**config.mk**
```make
export PLATFORM = sky130hd
export DESIGN_NAME = png_pixel_formatter
export DESIGN_NICKNAME = d
export VERILOG_FILES = /design/src/rtl/png_pixel_formatter.sv
export SDC_FILE = /design/constraint.sdc
export NUM_CORES = 1
export LEC_CHECK = 0
export BUFFER_PORTS_ARGS = -buffer_cell sky130_fd_sc_hd__buf_4
export CORE_ASPECT_RATIO = 0.5
export CORE_MARGIN = 2
export CORE_UTILIZATION = 52
export CTS_BUF_LIST = sky130_fd_sc_hd__clkbuf_16
export CTS_CLUSTER_DIAMETER = 120
export CTS_CLUSTER_SIZE = 24
export DETAILED_ROUTE_END_ITERATION = 10
export GPL_TIMING_DRIVEN = 0
export MAX_ROUTING_LAYER = met4
export PLACE_DENSITY = 0.71
export SLEW_MARGIN = 30
export SYNTH_ARGS = -nofsm -noshare
export SYNTH_HDL_FRONTEND = slang
export SYNTH_SLANG_ARGS = --single-unit
```
**constraint.sdc**
```tcl
create_clock -name clk -period 11.6 [get_ports clk]
set_input_delay 0.58 -clock clk [delete_from_list [all_inputs] [get_ports clk]]
set_output_delay 0.58 -clock clk [all_outputs]
set_load 0.01 [all_outputs]
```
**src/rtl/png_pixel_formatter.sv**
```systemverilog
// Downstream formatter for png_decoder: composites RGBA over a fixed background,
// tags raster position and buffers pixels onto a valid/ready output stream.
module png_pixel_formatter #(
   parameter int unsigned FIFO_DEPTH = 16,
   parameter logic [7:0]  BG_R       = 8'h00,
   parameter logic [7:0]  BG_G       = 8'h00,
   parameter logic [7:0]  BG_B       = 8'h00
) (
   input  logic        clk,
   input  logic        rst,
   input  logic        newframe,
   input  logic [1:0]  colortype,
   input  logic [13:0] width,
   input  logic [31:0] height,
   input  logic        ivalid,
   input  logic [7:0]  ipixelr,
   input  logic [7:0]  ipixelg,
   input  logic [7:0]  ipixelb,
   input  logic [7:0]  ipixela,
   input  logic        oready,
   output logic        ovalid,
   output logic [7:0]  opixelr,
   output logic [7:0]  opixelg,
   output logic [7:0]  opixelb,
   output logic        osof,
   output logic        oeol,
   output logic        oeof,
   output logic [1:0]  ocolortype,
   output logic        overflow,
   output logic        extra
);

   localparam int unsigned AW = $clog2(FIFO_DEPTH);
   localparam int unsigned CW = AW + 1;
   localparam logic [CW-1:0] DEPTH_C = CW'(FIFO_DEPTH);

   function automatic logic [16:0] blend_sum(input logic [7:0] c, input logic [7:0] a,
                                             input logic [7:0] bg);
      logic [15:0] fg;
      logic [15:0] bk;
      fg = {8'd0, c} * {8'd0, a};
      bk = {8'd0, bg} * {8'd0, 8'd255 - a};
      return {1'b0, fg} + {1'b0, bk} + 17'd128;
   endfunction

   // (s + s>>8) >> 8 is an exact round-to-nearest division by 255 for this range
   function automatic logic [7:0] norm(input logic [16:0] s);
      logic [16:0] t;
      t = s + {8'd0, s[16:8]};
      return 8'(t >> 8);
   endfunction

   logic [13:0] fw, x, cur_w, cur_x;
   logic [31:0] fh, y, cur_h, cur_y;
   logic [1:0]  fct, cur_ct;
   logic        in_frame, take, sof_c, eol_c, eof_c;

   // A pixel coincident with newframe belongs to the new frame.
   always_comb begin
      cur_w    = newframe ? width     : fw;
      cur_h    = newframe ? height    : fh;
      cur_ct   = newframe ? colortype : fct;
      cur_x    = newframe ? '0        : x;
      cur_y    = newframe ? '0        : y;
      in_frame = (cur_w != '0) && (cur_h != '0) && (cur_y < cur_h);
      take     = ivalid && in_frame;
      sof_c    = (cur_x == '0) && (cur_y == '0);
      eol_c    = (cur_x == cur_w - 14'd1);
      eof_c    = eol_c && (cur_y == cur_h - 32'd1);
   end

   always_ff @(posedge clk or negedge rst) begin
      if (!rst) begin
         fw    <= '0;
         fh    <= '0;
         fct   <= '0;
         x     <= '0;
         y     <= '0;
         extra <= 1'b0;
      end else begin
         if (newframe) begin
            fw  <= width;
            fh  <= height;
            fct <= colortype;
         end
         if (take) begin
            x <= eol_c ? '0 : cur_x + 14'd1;
            y <= eol_c ? cur_y + 32'd1 : cur_y;
         end else if (newframe) begin
            x <= '0;
            y <= '0;
         end
         extra <= (newframe ? 1'b0 : extra) | (ivalid && !in_frame);
      end
   end

   logic        s1_valid, s1_sof, s1_eol, s1_eof;
   logic [16:0] s1_sr, s1_sg, s1_sb;
   logic [1:0]  s1_ct;

   always_ff @(posedge clk or negedge rst) begin
      if (!rst) begin
         s1_valid <= 1'b0;
         s1_sr    <= '0;
         s1_sg    <= '0;
         s1_sb    <= '0;
         s1_sof   <= 1'b0;
         s1_eol   <= 1'b0;
         s1_eof   <= 1'b0;
         s1_ct    <= '0;
      end else begin
         s1_valid <= take;
         if (take) begin
            s1_sr  <= blend_sum(ipixelr, ipixela, BG_R);
            s1_sg  <= blend_sum(ipixelg, ipixela, BG_G);
            s1_sb  <= blend_sum(ipixelb, ipixela, BG_B);
            s1_sof <= sof_c;
            s1_eol <= eol_c;
            s1_eof <= eof_c;
            s1_ct  <= cur_ct;
         end
      end
   end

   // FIFO occupancy counts the output register as one of the FIFO_DEPTH entries.
   logic [28:0]   mem [FIFO_DEPTH];
   logic [28:0]   wdata;
   logic [AW-1:0] wr_ptr, rd_ptr;
   logic [CW-1:0] mcount, total;
   logic          pop, accept, load;

   always_comb begin
      wdata  = {norm(s1_sr), norm(s1_sg), norm(s1_sb), s1_sof, s1_eol, s1_eof, s1_ct};
      pop    = ovalid && oready;
      total  = mcount + CW'(ovalid);
      accept = s1_valid && ((total < DEPTH_C) || pop);
      load   = (!ovalid || pop) && (mcount != '0);
   end

   always_ff @(posedge clk) begin
      if (accept) mem[wr_ptr] <= wdata;
   end

   always_ff @(posedge clk or negedge rst) begin
      if (!rst) begin
         wr_ptr     <= '0;
         rd_ptr     <= '0;
         mcount     <= '0;
         ovalid     <= 1'b0;
         opixelr    <= '0;
         opixelg    <= '0;
         opixelb    <= '0;
         osof       <= 1'b0;
         oeol       <= 1'b0;
         oeof       <= 1'b0;
         ocolortype <= '0;
         overflow   <= 1'b0;
      end else begin
         if (accept) wr_ptr <= wr_ptr + AW'(1);
         if (load)   rd_ptr <= rd_ptr + AW'(1);
         case ({accept, load})
            2'b10:   mcount <= mcount + CW'(1);
            2'b01:   mcount <= mcount - CW'(1);
            default: mcount <= mcount;
         endcase
         if (load) begin
            ovalid <= 1'b1;
            {opixelr, opixelg, opixelb, osof, oeol, oeof, ocolortype} <= mem[rd_ptr];
         end else if (pop) begin
            ovalid <= 1'b0;
         end
         overflow <= (newframe ? 1'b0 : overflow) | (s1_valid && !accept);
      end
   end

endmodule
```
==> results.sh, run 1 <==
export IMPL_finalPower_mw=7.56
export IMPL_drt_wirelength_per_cell_um=23.2
export IMPL_synthArstFlopShare_pct=29.7
export IMPL_syn_cell_area_sq_um=35900
export IMPL_critPathMaxFanout=10
export IMPL_crit_chain="buf_4 -> buf_2 -> buf_2 -> buf_4 -> buf_4 -> buf_2 -> buf_2 -> clkbuf_1 -> buf_2 -> clkbuf_1 -> mux2i_1 -> ha_1 -> o21ai_1 -> a2111o_1 -> nor4bb_1 -> buf_2 -> a211oi_1 -> nand2_1 -> clkbuf_1 -> clkbuf_1 -> o21ai_0"
export IMPL_critical_path_arrival_ps=8260
export IMPL_numPortBuffers=116
export IMPL_antenna_diode_count=0
export IMPL_grt_pass1_vias=22800
export IMPL_multiInputGateArea_sq_um=16000
export IMPL_drv_cap=0
export IMPL_grt_pass1_wl_um=136000
export IMPL_critPathKind="primary input to register"
export IMPL_initial_utilization_pct=52.3
export IMPL_dp_final_hpwl_um=64200
export IMPL_drtIter0Drc=2011
export IMPL_antenna_found_initial=0
export IMPL_setup_viol=0
export IMPL_status="complete, no violations"
export IMPL_synth_edf_count=464
export IMPL_tns_ps=0
export IMPL_ys_top_cells_by_area="edfxtp_1 (39%), dfrtp_1 (14%), mux4_2 (9.1%)"
export IMPL_finClkSkew_ps=28.0
export IMPL_wirelength_um=88200
export IMPL_drive_gt1_share_pct=16.8
export IMPL_htree_levels=1
export IMPL_synth_top_area_share_pct=38.8
export IMPL_syn_avg_cell_area_sq_um=13.4
export IMPL_clk_pin_slew_worst_paths_ps=110
export IMPL_period_minus_slack_ps=7740
export IMPL_cts_buffer_depth=3
export IMPL_coreArea_sq_um=68600
export IMPL_grt_max_degree=78
export IMPL_slew_violations=0
export IMPL_start_kind="primary input"
export IMPL_place_congestion=0.917
export IMPL_cpPeakStageDelay_ps=740
export IMPL_ff_latch_area_sq_um=18800
export IMPL_crit_slowest_cell="clkbuf_1"
export IMPL_synth_top_flop_cell="edfxtp_1"
export IMPL_num_fill_cells=5407
export IMPL_synth_cell_types=82
export IMPL_slew_headroom_pct=34.4
export IMPL_grt_overflow_total=0
export IMPL_yosys_top_cells_count="edfxtp_1 (464), inv_1 (225), nand2_1 (217)"
export IMPL_p_leak_nw=15.9
export IMPL_grt_setup_unrepaired="no"
export IMPL_dr_pass1_iters=6
export IMPL_worst_setup_path_end_kind="register"
export IMPL_die_x_um=375
export IMPL_tightest_slew_ps=977
export IMPL_cpLargestDelayFamily="buffers and inverters"
export IMPL_die_area_sq_um=71200
export IMPL_clk_latency_ps=680
export IMPL_viasPerCell=5.86
export IMPL_power_density_nw_per_um2=189
export IMPL_yosys_warnings=0
export IMPL_final_antenna_net_count=0
export IMPL_yosysSeqAreaShare_pct=52.5
export IMPL_crit_required_ps=12120
export IMPL_area_growth_pct=11.2
export IMPL_vias=22300
export IMPL_cts_sinks=660
export IMPL_cts_buffers=31
export IMPL_crit_path_frequent_cell="buf_2"
export IMPL_synth_most_common_cell="edfxtp_1"
export IMPL_clockRootBuffer="clkbuf_16"
export IMPL_finalCritPeriodShare_pct=66.7
export IMPL_die_h_um=190
export IMPL_synth_area_leader_cell="edfxtp_1"
export IMPL_syn_num_nets=3073
export IMPL_grt_use_total_pct=26.0
export IMPL_fmax_mhz=129
export IMPL_ir_drop_uv=156
export IMPL_cts_tree="done"
export IMPL_synth_cells=2676
export IMPL_postLayoutCoreUtil_pct=58.2
export IMPL_rows=68
export IMPL_hold_viol=0
export IMPL_io_pins=117
export IMPL_worst_hold_path_type="primary input to register"
export IMPL_num_nets_final=3267
export IMPL_ys_ff_latch=660
export IMPL_drc=0
export IMPL_worst_path_buf_inv=13
[kinds of logic after synthesis]
family / after synthesis / synth area share, %
DFF: 660 / 52.5
and+or+nand+nor: 728 / 10.5
AOI/OAI and AO/OA: 259 / 4.67
buffers and inverters: 328 / 3.55
muxes: 234 / 11.8
xor gates and xnor gates: 155 / 3.78
adders and majority gates: 312 / 13.2
[cell type report]
class / count / share of cell area, %
sequential: 660 / 47.2
multi-input combinational: 1688 / 40.2
timing repair buffer: 161 / 4.23
tap: 910 / 2.85
inverter: 227 / 2.14
clock buffer: 31 / 1.94
buffer: 101 / 1.09
clock inverter: 24 / 0.298
[state kept, by name, summed over array words and instances, names as in the netlist, 2 cells and up]
name / flops
x: 14
wr_ptr: 4
mem: 464
s1_sr: 17
fw: 14
fh: 32
y: 32
opixelg: 8
opixelr: 8
mcount: 5
fct: 2
rd_ptr: 4
s1_sg: 17
s1_sb: 17
s1_ct: 2
ocolortype: 2
opixelb: 8
[placed cells by master (no fill, tap or decap), types with 57 or more instances in the layout]
cell type  Yosys  final
edfxtp_1     464    464
inv_1        225    247
nand2_1      217    217
ha_1         200    200
dfrtp_1      196    196
mux4_2       145    145
and2_1       144    144
buf_4          4    134
fa_1         112    112
nor2_1       107     92
o21ai_0       86     86
xnor2_1       95     80
clkbuf_1      69     62
nor3_1        61     57
[path summary, 6_finish.rpt]
kind | endpoint | cells after the start | slack [ps] | startpoint
max | s1_sr[5]$_DFFE_PN0P_ | 21 | 3860 | newframe
min | extra$_DFF_PN0_ | 2 | 130 | ivalid
max reg2reg | s1_sr[5]$_DFFE_PN0P_ | 9 | 7430 | fw[6]$_DFF_PN0_
min reg2reg | s1_sr[0]$_DFFE_PN0P_ | 2 | 470 | s1_sr[0]$_DFFE_PN0P_
max in group asynchronous | opixelr[5]$_DFFE_PN0P_ | 4 | 9990 | rst
min in group asynchronous | fh[10]$_DFF_PN0_ | 2 | 370 | rst
[what timing repair did]
action                                 CTS  global route
buffers inserted                         0             0
resized for setup                        0             0
endpoints found under the hold margin   44             0
hold buffers                             1             0
[metrics by stage]
| step | setup WS (ps) | std cells | hold slack (ps) | area, sq um |
|---|---|---|---|---|
| global route | 3580 | 3802 | 90.1 | 39900 |
| global placement | 3220 | 3702 | 456 | 37900 |
| floorplan | 6370 | 2676 | 284 | 35900 |
| detailed placement | 3250 | 3746 | 459 | 38900 |
| CTS | 3940 | 3802 | 102 | 39800 |
| finish | 3860 | 3802 | 127 | 39900 |
[where the power goes]
part           leakage, nW  internal (mW)  switching [mW]  total, mW
clock                0.516          0.493           0.751       1.24
sequential            6.65           3.09           0.186       3.28
combinational         8.73           1.35            1.69       3.03
total                 15.9           4.94            2.62       7.56
[layer usage]
| metal | GRT usage (%) | vias to the layer above | routed length (um) |
|---|---|---|---|
| li1 | - | 9984 | - |
| met4 | 6.92 | 0 | 2570 |
| met2 | 42.6 | 801 | 42800 |
| met1 | 34.6 | 11400 | 36900 |
| met5 | - | - | 0 |
| met3 | 3.32 | 142 | 5980 |
No activity file was read; power rests on OpenSTA's default activity.
==> inputs of run 2 (changes only) <==
Settings changed: PLACE_DENSITY 0.71 to 0.73.
Clock period 11.6 ns to 6.75 ns, I/O delays scaled along.
==> run 2 against run 1 <==
Compared with the run above: critical path depth decreased by 1; total power increased by 71%; cell area is 0.50% higher; routed wire length shrank 1.5%; first-iteration DRC count up 4.0%; combinational power is 71% higher; count of clock-buffer cells in the layout is the same; core utilization rose by 0.29 points; clock power grew 70%; via count about the same; sequential share of layout area down 0.24 points; critical endpoint is now s1_eof$_DFFE_PN0P_; largest power group unchanged.
==> results.sh, run 2 (synthesis gave the netlist of run 1 again) <==
export IMPL_cpLargestDelayFamily="buffers and inverters"
export IMPL_fmax_mhz=159
export IMPL_p_leak_nw=16.0
export IMPL_ir_drop_uv=245
export IMPL_io_pins=117
export IMPL_hold_start="height[14]"
export IMPL_cts_tree="done"
export IMPL_die_area_sq_um=71200
export IMPL_critPathKind="primary input to register"
export IMPL_power_density_nw_per_um2=323
export IMPL_grt_overflow_total=0
export IMPL_drive_gt1_share_pct=16.4
export IMPL_grt_pass1_vias=22900
export IMPL_grt_pass1_wl_um=136000
export IMPL_antenna_diode_count=0
export IMPL_setup_viol=0
export IMPL_cts_buffer_depth=3
export IMPL_hold_viol=0
export IMPL_antenna_found_initial=0
export IMPL_htree_levels=1
export IMPL_area_growth_pct=11.8
export IMPL_start_kind="primary input"
export IMPL_swShare_pct=34.6
export IMPL_cts_sinks=660
export IMPL_status="complete, no violations"
export IMPL_crit_path_frequent_cell="buf_2"
export IMPL_numPortBuffers=116
export IMPL_reg2reg_from="fh[30]$_DFF_PN0_"
export IMPL_dr_pass1_iters=5
export IMPL_critPathMaxFanout=19
export IMPL_tns_ps=0
export IMPL_viasPerCell=5.82
export IMPL_place_congestion=0.906
export IMPL_dp_final_hpwl_um=63000
export IMPL_p_comb_share_pct=40.1
export IMPL_final_cell_mix="edfxtp_1 (464), inv_1 (247), nand2_1 (217)"
export IMPL_worst_setup_path_end_kind="register"
export IMPL_cts_buffers=31
export IMPL_slew_violations=0
export IMPL_largest_register_ffs=464
export IMPL_grt_setup_unrepaired="no"
export IMPL_num_nets_final=3298
export IMPL_drt_wirelength_per_cell_um=22.7
export IMPL_p_seq_share_pct=43.5
export IMPL_clk_latency_ps=660
export IMPL_grt_use_total_pct=25.8
export IMPL_die_h_um=190
export IMPL_cpPeakStageDelay_ps=600
export IMPL_die_x_um=375
export IMPL_crit_chain="buf_4 -> buf_2 -> buf_2 -> buf_4 -> buf_4 -> buf_2 -> buf_2 -> buf_2 -> mux2i_1 -> ha_1 -> o21ai_1 -> a2111o_1 -> nor4bb_1 -> buf_2 -> a211oi_1 -> nand2_1 -> clkbuf_1 -> clkbuf_1 -> nand2_1 -> o21ai_1"
export IMPL_rr_endpoint="x[6]$_DFF_PN0_"
export IMPL_initial_utilization_pct=52.3
export IMPL_tightest_slew_ps=984
export IMPL_clockPowerShare_pct=16.3
export IMPL_period_minus_slack_ps=6270
export IMPL_finClkSkew_ps=36.0
export IMPL_p_int_mw=8.46
export IMPL_worst_path_buf_inv=11
export IMPL_clockRootBuffer="clkbuf_16"
export IMPL_postCtsSetupBuffers=0
export IMPL_drc=0
export IMPL_clk_pin_slew_worst_paths_ps=110
export IMPL_drtIter0Drc=2092
export IMPL_worst_hold_path_type="primary input to register"
export IMPL_crit_slowest_cell="clkbuf_1"
export IMPL_hold_depth=3
export IMPL_largest_register="mem"
export IMPL_vias=22300
export IMPL_slew_headroom_pct=34.4
export IMPL_hold_end="fh[14]$_DFF_PN0_"
export IMPL_final_antenna_net_count=0
export IMPL_finalCritPeriodShare_pct=93.0
export IMPL_rows=68
export IMPL_reg2reg_slack_ps=2420
export IMPL_crit_required_ps=7350
export IMPL_power_switching_mw=4.48
export IMPL_critical_path_arrival_ps=6870
export IMPL_hold_worst_slack_ps=29.8
export IMPL_drv_cap=0
export IMPL_ff2ff_path_depth=14
export IMPL_reg_largest_list="mem x464, fh x32, y x32"
export IMPL_wirelength_um=86900
export IMPL_final_common_cell="edfxtp_1"
export IMPL_coreArea_sq_um=68600
export IMPL_grt_max_degree=74
-- run 2: repair_timing --
action,in CTS,in global routing
resized for setup,2,0
hold endpoints to repair,98,0
endpoints found under the setup margin,101,66
cloned,0,0
hold buffers,42,0
-- run 2: stage by stage --
step	total power [mW]	instance area [sq um]	std cells	utilization (%)	setup WS (ps)
floorplan	9.10	35900	2676	-	1760
global placement	10.5	37900	3702	55.2	-1500
detailed placement	10.9	38700	3738	56.5	-1590
CTS	13.0	40100	3834	58.4	32.9
global route	13.7	40100	3833	58.5	75.6
finish	12.9	40100	3833	58.5	476
-- run 2: worst register-to-register path, stage by stage, from the launching register on --
cell and delay, ps:
dfrtp_1 370, mux2i_1 490, ha_1 360, nand2_1 70
nor2_1 40, a211oi_1 360, o311ai_1 300, a211oi_1 500
nand2_1 380, inv_1 280, buf_2 370, buf_2 370
o21ai_0 150, nand2_1 100, o41ai_1 70
-- run 2: worst max-delay path by stage --
stage / slack (ps) / startpoint / depth (start not counted) / endpoint
after floorplan: 1760 / newframe / 19 / y[24]$_DFF_PN0_
after global placement: -1500 / newframe / 21 / s1_sb[5]$_DFFE_PN0P_
after detailed placement: -1590 / newframe / 21 / s1_sb[5]$_DFFE_PN0P_
after CTS: 30 / newframe / 21 / s1_eof$_DFFE_PN0P_
after global routing: 80 / newframe / 20 / s1_eof$_DFFE_PN0P_
final: 480 / newframe / 20 / s1_eof$_DFFE_PN0P_
-- run 2: power by group through the flow --
| stage | combinational (mW) | sequential, mW | clock, mW |
|---|---|---|---|
| final | 5.19 | 5.63 | 2.11 |
| after global routing | 5.72 | 5.69 | 2.29 |
| after CTS | 5.23 | 5.63 | 2.16 |
| after detailed placement | 5.18 | 5.72 | 0 |
| after global placement | 4.83 | 5.70 | 0 |
| after floorplan | 3.45 | 5.66 | 0 |
-- run 2: final cells by class --
cell class	count	area, sq um
repair buffers	194	1890
plain buffers	99	429
fillers	5324	28500
multi-input cells	1688	16000
inverters	227	855
well taps	910	1140
clock inverters	24	119
clock buffers	31	776
flip-flops and latches	660	18800
-- run 2: layer usage --
layer / part of all wire (%) / GRT usage (%) / up-vias
met5: 0 / - / -
met4: 2.5 / 6.13 / 0
met2: 49 / 42.8 / 823
met1: 41 / 34.3 / 11300
li1: - / - / 10100
met3: 7.0 / 3.46 / 138
